==> config.mk <==
export PLATFORM = sky130hd
export DESIGN_NAME = pbus_irq_ctrl
export DESIGN_NICKNAME = d
export VERILOG_FILES = /design/src/rtl/pbus_irq_ctrl.sv
export SDC_FILE = /design/constraint.sdc
export NUM_CORES = 1
export LEC_CHECK = 0
export CAP_MARGIN = 0
export CORE_ASPECT_RATIO = 2
export CORE_UTILIZATION = 32
export DETAILED_ROUTE_END_ITERATION = 12
export MAX_ROUTING_LAYER = met4
export PLACE_DENSITY = 0.77
export SYNTH_ARGS = -nofsm -noshare
export SYNTH_HDL_FRONTEND = slang
export SYNTH_SLANG_ARGS = --single-unit
==> constraint.sdc <==
create_clock -name clock_i -period 1.8 [get_ports clock_i]
set_clock_uncertainty 0.2 [all_clocks]
set_input_delay 0.27 -clock clock_i [delete_from_list [all_inputs] [get_ports clock_i]]
set_output_delay 0.27 -clock clock_i [all_outputs]
set_load 0.01 [all_outputs]
==> src/rtl/pbus_irq_ctrl.sv <==
// pbus_irq_ctrl
//   Platform interrupt controller, one AXI-Lite slave in a 4 KiB window.
//   It collects up to 31 level-sensitive sources through a per-source gateway
//   (pending / in_service) and arbitrates them with fixed priority: lowest ID
//   wins. Source input bit i carries ID i+1, and ID 0 means "none".
//
//   Register map (decoded on address bits [11:2]):
//     0x00 PENDING  RO  bit ID = pending
//     0x04 ENABLE   RW  bit ID = enable (bit 0 and bits above NUM_SOURCES read 0)
//     0x08 CLAIM    R: claim the winning ID (0 if none)  W: complete that ID
//     0x0C CTRL     RW  bit0 GLOBAL_EN
//     other         read 0 / write ignored, SLVERR
//
//   Ports:
//     clock_i, reset_ni      clock, asynchronous active-low reset
//     irq_src_i              level-sensitive, active-high sources
//     ext_irq_o              registered request to the core
//     s_axilite_*            AXI-Lite slave (AW/W/B and AR/R channels)
//     dbg_w_state_o          write FSM state (0 W_IDLE, 1 W_RESP)
//     dbg_r_state_o          read FSM state  (0 R_IDLE, 1 R_RESP)
//
//   Handshake rule: a transfer happens on a rising edge where valid and ready
//   are both high. A valid, once raised, is held with its payload stable until
//   that edge.
//
//   Optional feature: define IRQ_CTRL_SYNC_EN to put a two-flop synchronizer
//   on every source (sampling depth 2). Without it the sources feed the
//   gateway directly and must be synchronous to clock_i.
module pbus_irq_ctrl #(
  parameter int NUM_SOURCES = 8,
  parameter int ADDR_WIDTH  = 32
) (
  input  logic                   clock_i,
  input  logic                   reset_ni,
  input  logic [NUM_SOURCES-1:0] irq_src_i,
  output logic                   ext_irq_o,
  input  logic [ADDR_WIDTH-1:0]  s_axilite_awaddr,
  input  logic                   s_axilite_awvalid,
  output logic                   s_axilite_awready,
  input  logic [31:0]            s_axilite_wdata,
  input  logic [3:0]             s_axilite_wstrb,
  input  logic                   s_axilite_wvalid,
  output logic                   s_axilite_wready,
  output logic [1:0]             s_axilite_bresp,
  output logic                   s_axilite_bvalid,
  input  logic                   s_axilite_bready,
  input  logic [ADDR_WIDTH-1:0]  s_axilite_araddr,
  input  logic                   s_axilite_arvalid,
  output logic                   s_axilite_arready,
  output logic [31:0]            s_axilite_rdata,
  output logic [1:0]             s_axilite_rresp,
  output logic                   s_axilite_rvalid,
  input  logic                   s_axilite_rready,
  output logic                   dbg_w_state_o,
  output logic                   dbg_r_state_o
);

  typedef enum logic {W_IDLE = 1'b0, W_RESP = 1'b1} w_state_e;
  typedef enum logic {R_IDLE = 1'b0, R_RESP = 1'b1} r_state_e;

  localparam logic [1:0] RESP_OKAY   = 2'b00;
  localparam logic [1:0] RESP_SLVERR = 2'b10;

  w_state_e               w_state_q, w_state_d;
  r_state_e               r_state_q, r_state_d;
  logic                   bvalid_q, bvalid_d;
  logic [1:0]             bresp_q, bresp_d;
  logic                   rvalid_q, rvalid_d;
  logic [1:0]             rresp_q, rresp_d;
  logic [31:0]            rdata_q, rdata_d;
  logic [NUM_SOURCES-1:0] pending_q, pending_d;
  logic [NUM_SOURCES-1:0] in_service_q, in_service_d;
  logic [NUM_SOURCES-1:0] enable_q, enable_d;
  logic                   global_en_q, global_en_d;
  logic                   ext_irq_q, ext_irq_d;

  logic [NUM_SOURCES-1:0] level;
  logic [NUM_SOURCES-1:0] active, win_oh, claim_oh, cmp_oh;
  logic [4:0]             win_id;
  logic                   wr_hs, rd_hs, wr_mapped, rd_mapped, wr_apply;
  logic [9:0]             wr_idx, rd_idx;
  logic [31:0]            rd_word;
  logic                   unused_addr_bits;

`ifdef IRQ_CTRL_SYNC_EN
  logic [NUM_SOURCES-1:0] sync1_q, sync2_q;
  always_ff @(posedge clock_i or negedge reset_ni) begin
    if (!reset_ni) begin
      sync1_q <= '0;
      sync2_q <= '0;
    end else begin
      sync1_q <= irq_src_i;
      sync2_q <= sync1_q;
    end
  end
  assign level = sync2_q;
`else
  assign level = irq_src_i;
`endif

  // Only the word index inside the 4 KiB window matters.
  assign unused_addr_bits = ^{s_axilite_awaddr[ADDR_WIDTH-1:12], s_axilite_awaddr[1:0],
                              s_axilite_araddr[ADDR_WIDTH-1:12], s_axilite_araddr[1:0],
                              s_axilite_wstrb[3:1]};

  assign wr_idx    = s_axilite_awaddr[11:2];
  assign rd_idx    = s_axilite_araddr[11:2];
  assign wr_mapped = (wr_idx[9:2] == 8'd0);
  assign rd_mapped = (rd_idx[9:2] == 8'd0);

  // AW and W are accepted together, only when both are offered.
  assign wr_hs    = (w_state_q == W_IDLE) && s_axilite_awvalid && s_axilite_wvalid;
  assign rd_hs    = (r_state_q == R_IDLE) && s_axilite_arvalid;
  assign wr_apply = wr_hs && s_axilite_wstrb[0];

  // Fixed priority: the lowest set bit of pending & enable wins.
  always_comb begin
    active = pending_q & enable_q;
    win_oh = active & (~active + 1'b1);
    win_id = '0;
    for (int i = NUM_SOURCES - 1; i >= 0; i--) begin
      if (active[i]) win_id = 5'(i + 1);
    end
  end

  always_comb begin
    claim_oh = (rd_hs && rd_idx == 10'd2) ? win_oh : '0;
    cmp_oh   = '0;
    for (int i = 0; i < NUM_SOURCES; i++) begin
      cmp_oh[i] = wr_apply && (wr_idx == 10'd2) && (s_axilite_wdata == 32'(i + 1));
    end
  end

  always_comb begin
    rd_word = '0;
    case (rd_idx)
      10'd0:   rd_word = 32'({pending_q, 1'b0});
      10'd1:   rd_word = 32'({enable_q, 1'b0});
      10'd2:   rd_word = 32'(win_id);
      10'd3:   rd_word = {31'd0, global_en_q};
      default: rd_word = '0;
    endcase
  end

  always_comb begin
    // The set term uses pre-edge pending/in_service, so a source completed in
    // this cycle can only re-pend on the following edge.
    pending_d    = (pending_q & ~claim_oh) | (level & ~in_service_q & ~pending_q);
    in_service_d = (in_service_q & ~cmp_oh) | claim_oh;
    enable_d     = enable_q;
    global_en_d  = global_en_q;
    if (wr_apply && wr_idx == 10'd1) enable_d    = s_axilite_wdata[NUM_SOURCES:1];
    if (wr_apply && wr_idx == 10'd3) global_en_d = s_axilite_wdata[0];
    ext_irq_d = global_en_q && (|active);
  end

  always_comb begin
    w_state_d = w_state_q;
    bvalid_d  = bvalid_q;
    bresp_d   = bresp_q;
    case (w_state_q)
      W_IDLE: if (wr_hs) begin
        w_state_d = W_RESP;
        bvalid_d  = 1'b1;
        bresp_d   = wr_mapped ? RESP_OKAY : RESP_SLVERR;
      end
      W_RESP: if (s_axilite_bready) begin
        w_state_d = W_IDLE;
        bvalid_d  = 1'b0;
      end
      default: w_state_d = W_IDLE;
    endcase
  end

  always_comb begin
    r_state_d = r_state_q;
    rvalid_d  = rvalid_q;
    rresp_d   = rresp_q;
    rdata_d   = rdata_q;
    case (r_state_q)
      R_IDLE: if (rd_hs) begin
        r_state_d = R_RESP;
        rvalid_d  = 1'b1;
        rresp_d   = rd_mapped ? RESP_OKAY : RESP_SLVERR;
        rdata_d   = rd_mapped ? rd_word : 32'd0;
      end
      R_RESP: if (s_axilite_rready) begin
        r_state_d = R_IDLE;
        rvalid_d  = 1'b0;
      end
      default: r_state_d = R_IDLE;
    endcase
  end

  always_ff @(posedge clock_i or negedge reset_ni) begin
    if (!reset_ni) begin
      w_state_q    <= W_IDLE;
      r_state_q    <= R_IDLE;
      bvalid_q     <= 1'b0;
      bresp_q      <= RESP_OKAY;
      rvalid_q     <= 1'b0;
      rresp_q      <= RESP_OKAY;
      rdata_q      <= '0;
      pending_q    <= '0;
      in_service_q <= '0;
      enable_q     <= '0;
      global_en_q  <= 1'b0;
      ext_irq_q    <= 1'b0;
    end else begin
      w_state_q    <= w_state_d;
      r_state_q    <= r_state_d;
      bvalid_q     <= bvalid_d;
      bresp_q      <= bresp_d;
      rvalid_q     <= rvalid_d;
      rresp_q      <= rresp_d;
      rdata_q      <= rdata_d;
      pending_q    <= pending_d;
      in_service_q <= in_service_d;
      enable_q     <= enable_d;
      global_en_q  <= global_en_d;
      ext_irq_q    <= ext_irq_d;
    end
  end

  assign s_axilite_awready = wr_hs;
  assign s_axilite_wready  = wr_hs;
  assign s_axilite_bvalid  = bvalid_q;
  assign s_axilite_bresp   = bresp_q;
  assign s_axilite_arready = (r_state_q == R_IDLE);
  assign s_axilite_rvalid  = rvalid_q;
  assign s_axilite_rresp   = rresp_q;
  assign s_axilite_rdata   = rdata_q;
  assign ext_irq_o         = ext_irq_q;
  assign dbg_w_state_o     = w_state_q;
  assign dbg_r_state_o     = r_state_q;

endmodule

==> run metrics <==
status=finished with violations; violated checks=setup timing; # Max-Cap Violations=0; Synth top cells by count=dfrtp_1 (41), buf_4 (26), nand2_1 (26); H-Tree Depth=2; post-layout min period=1810 ps; P_sw=between 0.5 and 0.6 mW; Worst-Margin Slew=roughly 560 ps; Via density=~4.9; non-filler cells, final=~450; R2R cell count=5; Final Cell Area=~3900 um2; vias in the first global route=between 2000 and 2500; worst rel slew slack=roughly 63%; largest net degree at the start of global routing=25; Finish-stage setup viols=1; total routed wirelength=between 6000 and 7000 um; Yosys cell types=47; GR Util met3=under 10%; Clock Latency Late Sink=approximately 290 ps; Ant. Diodes=0; TNS Setup=-11.1 ps; Clock transition at path regs=60 ps; Worst EP required=around 1800 ps; final worst path period share=101%; Min-Delay Startpoint=s_axilite_wdata[7]; count of flip-flops with a built-in enable after synthesis=0; placed cell area=roughly 3500 um2; Placed Cells incl. Taps=between 400 and 500; post-synthesis async set-or-reset flop share=100%; Final Hold Fails=0; core box area=between 6000 and 7000 um2; Sw Share=between 20 and 25%; die height=between 100 and 150 um; fin nets=about 470; Port Buffers=86; crit path launch type=register; GRT Resource Usage Total=a little under a fifth; hold_ws=175 ps; dominant synthesized flop cell=dfrtp_1; RSZ-0062 raised after global routing=true; Max clock buf depth=2; critical path peak fanout=4; CTS tree=done; FF-to-FF End=pending_q[5]$_DFF_PN0_; area occupied by multi-input gates=~1300 um2; Max IR drop VDD=between 0.4 and 0.5 mV; # clock sinks=about 40; die area=7620 um2; main area contributors after synthesis=dfrtp_1 (44%), buf_4 (8.4%), mux2_4 (5.2%); sequential power share=between 40% and 50%; Comb pwr share=about 18%; Post-Syn Instances=~230; Critical path origin=enable_q[0]$_DFFE_PN0P_; Yosys warnings=0; antenna viol nets, final=0; via count=2214; Pre-antenna DRT Iters=5; Avg WL per Cell=~15 um; site row count=43; post-synthesis cell area=2320 um2; Filler Cells Inserted=606; Peak Freq=552 MHz; Yosys top cell by area=dfrtp_1; initial detailed-routing violation count=36; most used routing layer=met2; RR Startpoint=enable_q[0]$_DFFE_PN0P_; initial antenna violation count=0; CTS Buf Count=5; Root Driver=clkbuf_16; Seq/Total Area, Yosys=between 40% and 50%; FF+latch count, synth=between 40 and 50; final max-slew violation count=0; DRC Markers=0; CP Capture Type=register; Clk network pwr share=38.4%; Worst Setup Path Type=reg2reg; Initial Util=roughly 33%; total leakage power=1.80 nW; GP Congestion=roughly 0.86; first-pass GRT wire length=10500 um; post-synthesis area per instance=approximately 10 um2; DP Wirelength=~5000 um; GR Layer Usage met2=between 30% and 40%; Sequential Area=just over 1000 um2; share of the synthesized area in the top cell type=between 40 and 50%; count leader, synth=dfrtp_1; I/O Pins=between 150 and 200; hold path cells=3; Hold WC Path Type=in2reg; total gr overflow=0; met1 usage=17.0%; die width=slightly above 60 um; Internal=between 1.5 and 2 mW; hold endpoint=enable_q[6]$_DFFE_PN0P_; Pwr per Cell Area=a little under 600 nW/um2; ratio of cells with drive above 1 in the final layout=~25%; flop2flop setup slack=-10 ps; Overall Power=around 2.2 mW; CP Data Arrival Time=approximately 1800 ps; P&R area growth vs syn=66.5%; final worst slack=-11.1 ps
==> per-stage QoR <==
| stage | worst slack [ps] | util, % |
|---|---|---|
| after floorplan | -103 | - |
| after global placement | -352 | 49.7 |
| after detailed placement | -465 | 49.7 |
| after CTS | -18.3 | 53.0 |
| after global routing | -105 | 55.3 |
| final | -11.1 | 55.3 |
==> final cells by class <==
class	count	area share, %
clock inverters	2	0.259
well taps	90	2.91
multi-input cells	173	34.2
flip-flops and latches	41	26.5
inverters	8	0.776
clock buffers	6	3.33
repair buffers	128	32.0
==> flip-flops by register name, indices dropped and copies added (netlist names), 8 cells and up <==
signal           flops
enable_q             8
in_service_q         8
pending_q            8
s_axilite_rdata      9
==> worst max-delay path by stage <==
stage	slack, ps	end	cells after the start
final	-10	pending_q[5]$_DFF_PN0_	5
after global routing	-110	pending_q[5]$_DFF_PN0_	5
after CTS	-20	enable_q[7]$_DFFE_PN0P_	5
after detailed placement	-470	in_service_q[1]$_DFF_PN0_	6
after global placement	-350	enable_q[5]$_DFFE_PN0P_	6
after floorplan	-100	enable_q[0]$_DFFE_PN0P_	4
==> metal layers <==
metal | vias up | wire (um)
li1 | 1053 | -
met3 | 8 | 274
met2 | 80 | 4070
met5 | - | 0
met4 | 0 | 99
met1 | 1073 | 2400
==> power groups by stage <==
stage | clock network (mW) | logic (mW) | registers [mW]
6_report | 0.862 | 0.413 | 0.971
5_1_grt | 0.907 | 0.446 | 0.976
4_1_cts | 0.865 | 0.409 | 0.971
3_5_place_dp | 0 | 0.406 | 0.988
3_3_place_gp | 0 | 0.397 | 0.987
2_1_floorplan | 0 | 0.147 | 0.993
==> cell families after synthesis <==
logic type	synth area share [%]
other cells	0.161
flops	44.2
buf+inv	10.0
simple gates	21.2
compound gates	15.8
mux	8.67
==> timing repair <==
| action | in CTS | in global routing |
|---|---|---|
| setup buffers | 2 | 1 |
| pin swaps | 10 | 17 |
| endpoints found under the setup margin | 23 | 28 |
| hold endpoints to repair | 22 | 0 |
| gates resized for setup | 27 | 43 |
| hold buffers | 1 | 0 |
==> placed cells by master, fill, tap and decap left out, types with 3 or more instances in the layout <==
cell             netlist  layout
nor4_4                 2       3
buf_6                  0       7
conb_1                 1      25
o21ai_0               12       9
dlygate4sd2_1          0      10
dfrtp_1               41      41
a21oi_1                3       3
dlymetal6s2s_1         0      19
mux2_4                 8       8
nor4_2                 0       7
buf_4                 26      33
clkdlybuf4s50_1        0      54
o21ai_1                3       6
nor2b_1                6       6
o22a_1                 4       4
mux2i_1                7       7
a22o_1                 6       6
nor2_1                 6       6
nand2b_1               4       4
nand3_1                6       4
o41ai_2                0       5
clkbuf_16              0       5
inv_1                  8       8
nand4_1                4       4
nand2_1               26      25
==> critical path, cell delays in order, from the launching register on <==
cell      delay (ps)
dfrtp_1          370
a222oi_1         400
buf_4            190
and2_4           160
nand4_1          130
a22o_1           250
No activity file was read; power rests on OpenSTA's default activity.
